===== src/rtl/seg7_scan_driver_pkg.sv =====
// Shared constants for the seven-segment scan driver: display word layout,
// MMIO address and the active-low hex decode table.
package seg7_scan_driver_pkg;

  localparam logic [31:0] DISP_ADDR = 32'h4000_0010;

  localparam int DIG_LSB    = 0;
  localparam int DP_LSB     = 16;
  localparam int EN_LSB     = 20;
  localparam int LZS_BIT    = 24;
  localparam int RAW_BIT    = 25;
  localparam int RAW_SEG_LSB = 0;
  localparam int RAW_AN_LSB  = 8;

  // gfedcba, active-low, indexed by hex value
  localparam logic [6:0] SEG7_LUT [16] = '{
    7'h40, 7'h79, 7'h24, 7'h30, 7'h19, 7'h12, 7'h02, 7'h78,
    7'h00, 7'h10, 7'h08, 7'h03, 7'h46, 7'h21, 7'h06, 7'h0E
  };

endpackage


===== src/rtl/seg7_scan_driver_hex_to_seg7.sv =====
// Combinational hex digit to active-low gfedcba segment decoder.
module hex_to_seg7
  import seg7_scan_driver_pkg::*;
(
  input  logic [3:0] digit_i,
  output logic [6:0] seg_n_o
);

  assign seg_n_o = SEG7_LUT[digit_i];

endmodule


===== src/rtl/seg7_scan_driver.sv =====
// Four-digit multiplexed seven-segment driver with a double-buffered display
// word committed on frame boundaries, plus a raw software-scanned passthrough.
module seg7_scan_driver
  import seg7_scan_driver_pkg::*;
#(
  parameter int CLK_DIV      = 100000,
  parameter int BLANK_CYCLES = 16
) (
  input  logic        clk,
  input  logic        reset,
  input  logic        load,
  input  logic [31:0] load_data,
  output logic [3:0]  an_n,
  output logic [7:0]  seg_n,
  output logic [1:0]  digit_idx,
  output logic        frame_done,
  output logic        pending
);

  localparam int CNT_W = (CLK_DIV > 1) ? $clog2(CLK_DIV) : 1;
  localparam logic [CNT_W-1:0] CNT_LAST  = CNT_W'(CLK_DIV - 1);
  localparam logic [CNT_W-1:0] CNT_BLANK = CNT_W'(BLANK_CYCLES);

  logic [CNT_W-1:0] cnt_q, cnt_d;
  logic [1:0]       dig_q, dig_d;
  logic [31:0]      active_q, active_d;
  logic [31:0]      shadow_q, shadow_d;
  logic             pend_q, pend_d;
  logic [3:0]       an_q, an_d;
  logic [7:0]       seg_q, seg_d;

  logic       wrap, boundary;
  logic [3:0] cur_digit, en, dp;
  logic [6:0] cur_seg;
  logic       upper_zero, visible;

  assign wrap     = (cnt_q == CNT_LAST);
  assign boundary = wrap && (dig_q == 2'd3);

  assign cur_digit  = active_q[{dig_q, 2'b00} +: 4];
  assign en         = active_q[EN_LSB +: 4];
  assign dp         = active_q[DP_LSB +: 4];
  assign upper_zero = ((active_q[DIG_LSB +: 16] >> {dig_q, 2'b00}) == 16'd0);
  assign visible    = en[dig_q] && !(active_q[LZS_BIT] && (dig_q != 2'd0) && upper_zero);

  hex_to_seg7 u_dec (
    .digit_i (cur_digit),
    .seg_n_o (cur_seg)
  );

  always_comb begin
    cnt_d    = wrap ? '0 : cnt_q + CNT_W'(1);
    dig_d    = wrap ? dig_q + 2'd1 : dig_q;
    active_d = active_q;
    shadow_d = shadow_q;
    pend_d   = pend_q;
    // Raw words, the first word after raw mode and boundary-cycle loads skip the shadow
    if (load) begin
      if (load_data[RAW_BIT] || active_q[RAW_BIT] || boundary) begin
        active_d = load_data;
        pend_d   = 1'b0;
      end else begin
        shadow_d = load_data;
        pend_d   = 1'b1;
      end
    end else if (boundary && pend_q) begin
      active_d = shadow_q;
      pend_d   = 1'b0;
    end
  end

  always_comb begin
    an_d  = 4'hF;
    seg_d = 8'hFF;
    // A raw load reaches the pins on the very next cycle
    if (load && load_data[RAW_BIT]) begin
      an_d  = load_data[RAW_AN_LSB +: 4];
      seg_d = load_data[RAW_SEG_LSB +: 8];
    end else if (active_q[RAW_BIT]) begin
      an_d  = active_q[RAW_AN_LSB +: 4];
      seg_d = active_q[RAW_SEG_LSB +: 8];
    end else if ((cnt_q >= CNT_BLANK) && visible) begin
      an_d  = ~(4'b0001 << dig_q);
      seg_d = {~dp[dig_q], cur_seg};
    end
  end

  always_ff @(posedge clk or posedge reset) begin
    if (reset) begin
      cnt_q    <= '0;
      dig_q    <= 2'd0;
      active_q <= 32'd0;
      shadow_q <= 32'd0;
      pend_q   <= 1'b0;
      an_q     <= 4'hF;
      seg_q    <= 8'hFF;
    end else begin
      cnt_q    <= cnt_d;
      dig_q    <= dig_d;
      active_q <= active_d;
      shadow_q <= shadow_d;
      pend_q   <= pend_d;
      an_q     <= an_d;
      seg_q    <= seg_d;
    end
  end

  assign an_n       = an_q;
  assign seg_n      = seg_q;
  assign digit_idx  = dig_q;
  assign frame_done = boundary;
  assign pending    = pend_q;

endmodule


===== config.mk =====
export PLATFORM = sky130hd
export DESIGN_NAME = seg7_scan_driver
export DESIGN_NICKNAME = d
export VERILOG_FILES = /design/src/rtl/seg7_scan_driver_pkg.sv /design/src/rtl/seg7_scan_driver_hex_to_seg7.sv /design/src/rtl/seg7_scan_driver.sv
export SDC_FILE = /design/constraint.sdc
export NUM_CORES = 1
export LEC_CHECK = 0
export ABC_AREA = 1
export CAP_MARGIN = 30
export CORE_ASPECT_RATIO = 1.25
export CORE_MARGIN = 3
export CORE_UTILIZATION = 25
export CTS_CLUSTER_SIZE = 30
export DETAILED_ROUTE_END_ITERATION = 12
export PLACE_DENSITY = 0.51
export SYNTH_ARGS = -nofsm -noshare
export SYNTH_HDL_FRONTEND = slang
export SYNTH_SLANG_ARGS = --single-unit

===== constraint.sdc =====
create_clock -name clk -period 3.2 [get_ports clk]
set_input_delay 0.64 -clock clk [delete_from_list [all_inputs] [get_ports clk]]
set_output_delay 0.64 -clock clk [all_outputs]
set_load 0.01 [all_outputs]

==> results of run 1 <==
==> layer usage <==
metal	GRT usage [%]	part of all wire, %	vias to the layer above
met3	2.55	3.0	13
met2	20.6	51	50
li1	-	-	2058
met4	4.20	1.9	0
met5	0	0	-
met1	14.1	44	1786
==> layout make-up <==
| type | count | area (sq um) | area share (%) |
|---|---|---|---|
| Clock buffer | 11 | 243 | 4.33 |
| Timing Repair Buffer | 51 | 518 | 9.25 |
| Clock inverter | 5 | 61.3 | 1.09 |
| Sequential cell | 84 | 2120 | 37.8 |
| Inverter | 75 | 283 | 5.05 |
| Tap cell | 228 | 285 | 5.09 |
| Multi-Input combinational cell | 444 | 2090 | 37.4 |
==> synth_stat cells (all sizes together) <==
cell	n
nand2	214
dfrtp	72
inv	72
o21ai	70
nand3	62
nor2	44
buf	17
a21oi	13
dfstp	12
ha	12
clkbuf	8
nor3	7
xor2	6
nand4	5
and2	3
clkinv	3
nor3b	2
nor4	2
a31o	1
a32o	1
and3	1
o21a	1
==> power by group through the flow <==
stage	sequential (uW)	combinational [uW]	clock [uW]
final	1350	600	1080
after CTS	1350	615	1100
after global placement	1370	611	0
after floorplan	1360	393	0
after detailed placement	1370	613	0
after global routing	1370	703	1150
==> kinds of logic after synthesis <==
group	Yosys count
AOI/OAI and AO/OA	86
xor gates and xnor gates	6
adders and majority gates	12
buffers and inverters	100
DFF	84
and+or+nand+nor	340
==> worst min path at each step <==
| stage | startpoint | end | slack [ns] | depth (start not counted) |
|---|---|---|---|---|
| floorplan | active_q[19] | active_q[19] | 0.44 | 2 |
| global placement | active_q[23] | active_q[23] | 0.46 | 2 |
| detailed placement | active_q[22] | active_q[22] | 0.46 | 2 |
| CTS | active_q[22] | active_q[22] | 0.48 | 2 |
| global route | reset | shadow_q[11] | 0.49 | 2 |
| finish | active_q[22] | active_q[22] | 0.47 | 2 |
==> worst max-delay path: stages (launching register included) <==
cell and delay [ns]:
dfrtp_1 0.39, ha_1 0.21, nand3_2 0.17, nor3_2 0.21, and2_4 0.27, nand2_2 0.12, inv_1 0.10, clkdlybuf4s50_1 0.54
==> stage by stage <==
stage,std cells,hold WS (ns),util [%],area [sq um],power (uW)
2_1_floorplan,628,0.442,-,4640,1750
3_3_place_gp,882,0.459,29.2,5300,1980
3_5_place_dp,882,0.459,29.2,5300,1980
4_1_cts,898,0.476,30.8,5600,3070
5_1_grt,898,0.488,30.8,5600,3220
6_report,898,0.470,30.8,5600,3030
==> state kept, by name, indices dropped and copies added (netlist names) <==
signal	count
active_q	26
seg_n	8
cnt_q	17
an_n	4
pending	1
shadow_q	26
digit_idx	2
==> results.cfg, run 1 <==
[worst_setup_path]
ff2ff_path_depth = 13
r2r_start = digit_idx[0]
r2r_end = seg_n[6]
start_kind = flip-flop
worstPathRequired_ns = 2.56
cp-startpoint = cnt_q[0]
critPathArrivalTime_ns = 2.35
crit_fanout = 11
end_kind = primary output
critical_path_class = reg2out
endpoint = frame_done
r2r_slack_ns = 0.65

[yosys]
syn_avg_cell_area_sq_um = 7.40
synth_top_family_by_area = simple AND/OR/NAND/NOR gates
synthTopCellsByArea = dfrtp_1 39%, nand2_1 17%, dfstp_2 6.8%, nand3_1 6.5%, inv_1 5.7%
synth_seq_area_share_pct = 45.6
synth_compound_area_share_pct = 9.51
synth-seq-cells = 84
synth-adder-area-share_pct = 3.23
synthSimpleGateAreaFrac_pct = 31.2
netlist_instances = 628
yosysTopAreaCell = dfrtp_1
synthMuxAreaShare_pct = 0
netlist_area_sq_um = 4640
ys_warn_count = 0
netlist.area_leader.share_pct = 38.8
synthesis.nets = 675
synthXorXnorAreaFrac_pct = 1.13
synth.distinct_cells = 34

[floorplanning]
dieArea_sq_um = 20300
die_h_um = 158
start_util_pct = 25.6
num_rows = 55
io-pin-count = 51
core-area_sq_um = 18200
die_w_um = 128

[sta]
setup_viol = 0
finalHoldViolations = 0
drv_slew = 0
worst_slew_pin_slew_ns = 0.591
fmax_mhz = 334
period_share_pct = 93.6
finalClockSkew_ns = 0.00830
fin_tns_setup_ns = 0
fin_ws_ns = 0.205
post-route-min-period_ns = 2.99
slew_headroom_pct = 60.6
rsz0062_at_grt = false

[placed_design]
preCtsSetupSlack_ns = 0.553
io_buffers = 44
gp_congestion = 0.815
post-dp-hpwl_mm = 8.24

[clocking]
cts_resized = 0
holdBufCountCts = 0
cts_root_buf = clkbuf_16
htreeDepth = 3
post_cts_buffers = 0
clk_pin_slew_ns = 0.06
cts_sinks = 84
numCtsBuffers = 9
clk_latency_ns = 0.34
clk_path_buf_depth = 2
cts_tree = built

[routing]
wirelength_mm = 11.4
drt_iter0_drc = 159
vias = 3907
wire_per_inst_um = 12.6
ant_nets = 0
drc_errors = 0
viasPerCell = 4.35
drt-pass1-iter-count = 4

[power_and_ir_drop]
p_sw_share_pct = 29.6
ir_drop_mv = 0.191
leakage_uw = 0.00275
p_per_area_nw_per_um2 = 541
clkPwrFrac_pct = 35.5
sequentialPowerShare_pct = 44.6
power.switching_uw = 896
combPwrFrac_pct = 19.8
internal_power_uw = 2130

[final_layout]
layout_common_cells = 209 x nand2_1, 72 x dfrtp_1, 70 x inv_1
syn_to_final_growth_pct = 20.6
final_common_cell = nand2_1
fin_nets = 712
nFillCells = 2009
n_antenna_cell = 0
drive_gt1_share_pct = 6.87

[hold_path]
hold_class = reg2reg

[global_routing]
antenna_found_initial = 0
track_usage_pct = 11.7
grt_pass1_wl_mm = 18.9
grt_start_max_net_pins = 50
grt_pass1_vias = 3830
grt-ovfl-total = 0

[flow_run]
cap_violations = 0

[outcome]
outcome = finished, final reports clean
(Power assumes the default switching activity.)
==> run 2: changes to the inputs <==
- GPL_TIMING_DRIVEN: default -> 0
==> results.cfg, run 2 (same netlist as run 1, synthesis figures left out) <==
[global_routing]
use_met2_pct = 22.9
grt_pass1_wl_mm = 20.9
antenna_found_initial = 0
grt-ovfl-total = 0
grt_pass1_vias = 4070
use_met1_pct = 15.8
track_usage_pct = 13.2
grt_start_max_net_pins = 65
grt-busiest-layer = met2
use_met3_pct = 2.92

[final_layout]
multi_input_area_sq_um = 2090
final_common_cell = nand2_1
nFillCells = 1982
post-route-util_pct = 31.4
fin_nets = 731
n_antenna_cell = 0
layout_common_cells = 209 x nand2_1, 72 x dfrtp_1, 70 x inv_1
top_regs = active_q x26, shadow_q x26, cnt_q x17
drive_gt1_share_pct = 8.13
syn_to_final_growth_pct = 23.0
regArea_sq_um = 2120

[worst_setup_path]
start_kind = flip-flop
cp-startpoint = cnt_q[0]
ff2ff_path_depth = 14
critPathArrivalTime_ns = 2.23
endpoint = frame_done
r2r_slack_ns = 0.42
crit_fanout = 6
worstPathRequired_ns = 2.56
r2r_end = seg_n[6]
critical_path_class = reg2out
r2r_start = digit_idx[0]
end_kind = primary output

[routing]
viasPerCell = 4.42
wire_per_inst_um = 13.5
wirelength_mm = 12.4
vias = 4051
ant_nets = 0
drc_errors = 0
drt_iter0_drc = 252
drt-pass1-iter-count = 4

[clocking]
clk_latency_ns = 0.35
holdBufCountCts = 0
cts_tree = built
cts_resized = 0
post_cts_buffers = 0
cts_root_buf = clkbuf_16
cts_sinks = 84
clk_pin_slew_ns = 0.07
htreeDepth = 3
clk_path_buf_depth = 2
numCtsBuffers = 9

[hold_path]
hold_class = reg2reg

[sta]
finalClockSkew_ns = 0.00916
slew_headroom_pct = 61.0
setup_viol = 0
period_share_pct = 89.7
drv_slew = 0
fin_tns_setup_ns = 0
finalHoldViolations = 0
worst_slew_pin_slew_ns = 0.585
fmax_mhz = 348
rsz0062_at_grt = false
post-route-min-period_ns = 2.87

[placed_design]
io_buffers = 44
post-dp-hpwl_mm = 9.30
gp_congestion = 0.808

[floorplanning]
start_util_pct = 25.6
dieArea_sq_um = 20300
num_rows = 55
die_h_um = 158
core-area_sq_um = 18200
die_w_um = 128
io-pin-count = 51

[power_and_ir_drop]
sequentialPowerShare_pct = 43.7
leakage_uw = 0.00280
power.switching_uw = 919
p_per_area_nw_per_um2 = 540
ir_drop_mv = 0.267
internal_power_uw = 2170
p_sw_share_pct = 29.8
combPwrFrac_pct = 20.3
clkPwrFrac_pct = 36.0

[flow_run]
cap_violations = 0

[outcome]
outcome = finished, final reports clean
## run 2: changes by cell type in the layout (fill, tap and decap cells not counted), sizes merged
cell      change
buf          +11
clkbuf        +9
clkinv        -4
inv           +2
clkinvlp      +1
## run 2: stage by stage
step / hold slack [ns] / instances / power, uW / cell area (sq um) / worst slack, ns
3_3_place_gp: 0.458 / 900 / 1990 / 5370 / -1.15
5_1_grt: 0.507 / 917 / 3270 / 5710 / 0.133
6_report: 0.476 / 917 / 3090 / 5710 / 0.329
4_1_cts: 0.479 / 917 / 3130 / 5710 / 0.293
3_5_place_dp: 0.461 / 901 / 2000 / 5400 / 0.412
2_1_floorplan: 0.442 / 628 / 1750 / 4640 / 0.415
## run 2: power groups by stage
| stage | clock network (uW) | registers (uW) | logic (uW) |
|---|---|---|---|
| global placement | 0 | 1370 | 626 |
| CTS | 1140 | 1350 | 637 |
| detailed placement | 0 | 1370 | 634 |
| finish | 1110 | 1350 | 626 |
| floorplan | 0 | 1360 | 393 |
| global route | 1180 | 1370 | 724 |
## run 2: how the worst min path moves through the flow
stage | startpoint | end | slack [ns] | depth (start not counted)
finish | active_q[19] | active_q[19] | 0.48 | 2
global route | shadow_q[6] | shadow_q[6] | 0.51 | 2
CTS | active_q[19] | active_q[19] | 0.48 | 2
detailed placement | active_q[19] | active_q[19] | 0.46 | 2
global placement | active_q[19] | active_q[19] | 0.46 | 2
floorplan | active_q[19] | active_q[19] | 0.44 | 2
## run 2: layout make-up
class,count,share of cell area (%)
inverter,75,4.97
timing repair buffer,45,8.19
buffer,25,2.65
clock buffer,12,4.49
tap,228,4.99
sequential,84,37.1
clock inverter,4,0.964
multi-input combinational,444,36.7
## run 2: per-layer routing
metal / wire (um) / vias up
met5: 0 / -
met3: 449 / 22
met2: 6210 / 64
met1: 5410 / 1872
met4: 316 / 0
li1: - / 2093
## run 2: critical path, stage by stage, from the launching register on
cell and delay [ns]:
dfrtp_1 0.39, ha_1 0.21, nand3_2 0.17, nor3_2 0.20
and2_4 0.18, nand2_2 0.10, inv_1 0.08, clkdlybuf4s50_1 0.53
==> run 3: changes to the inputs <==
- GPL_ROUTABILITY_DRIVEN: default -> 0
==> results of run 3 <==
Same layout as run 2: the final DEF is identical, and so are final timing and power.
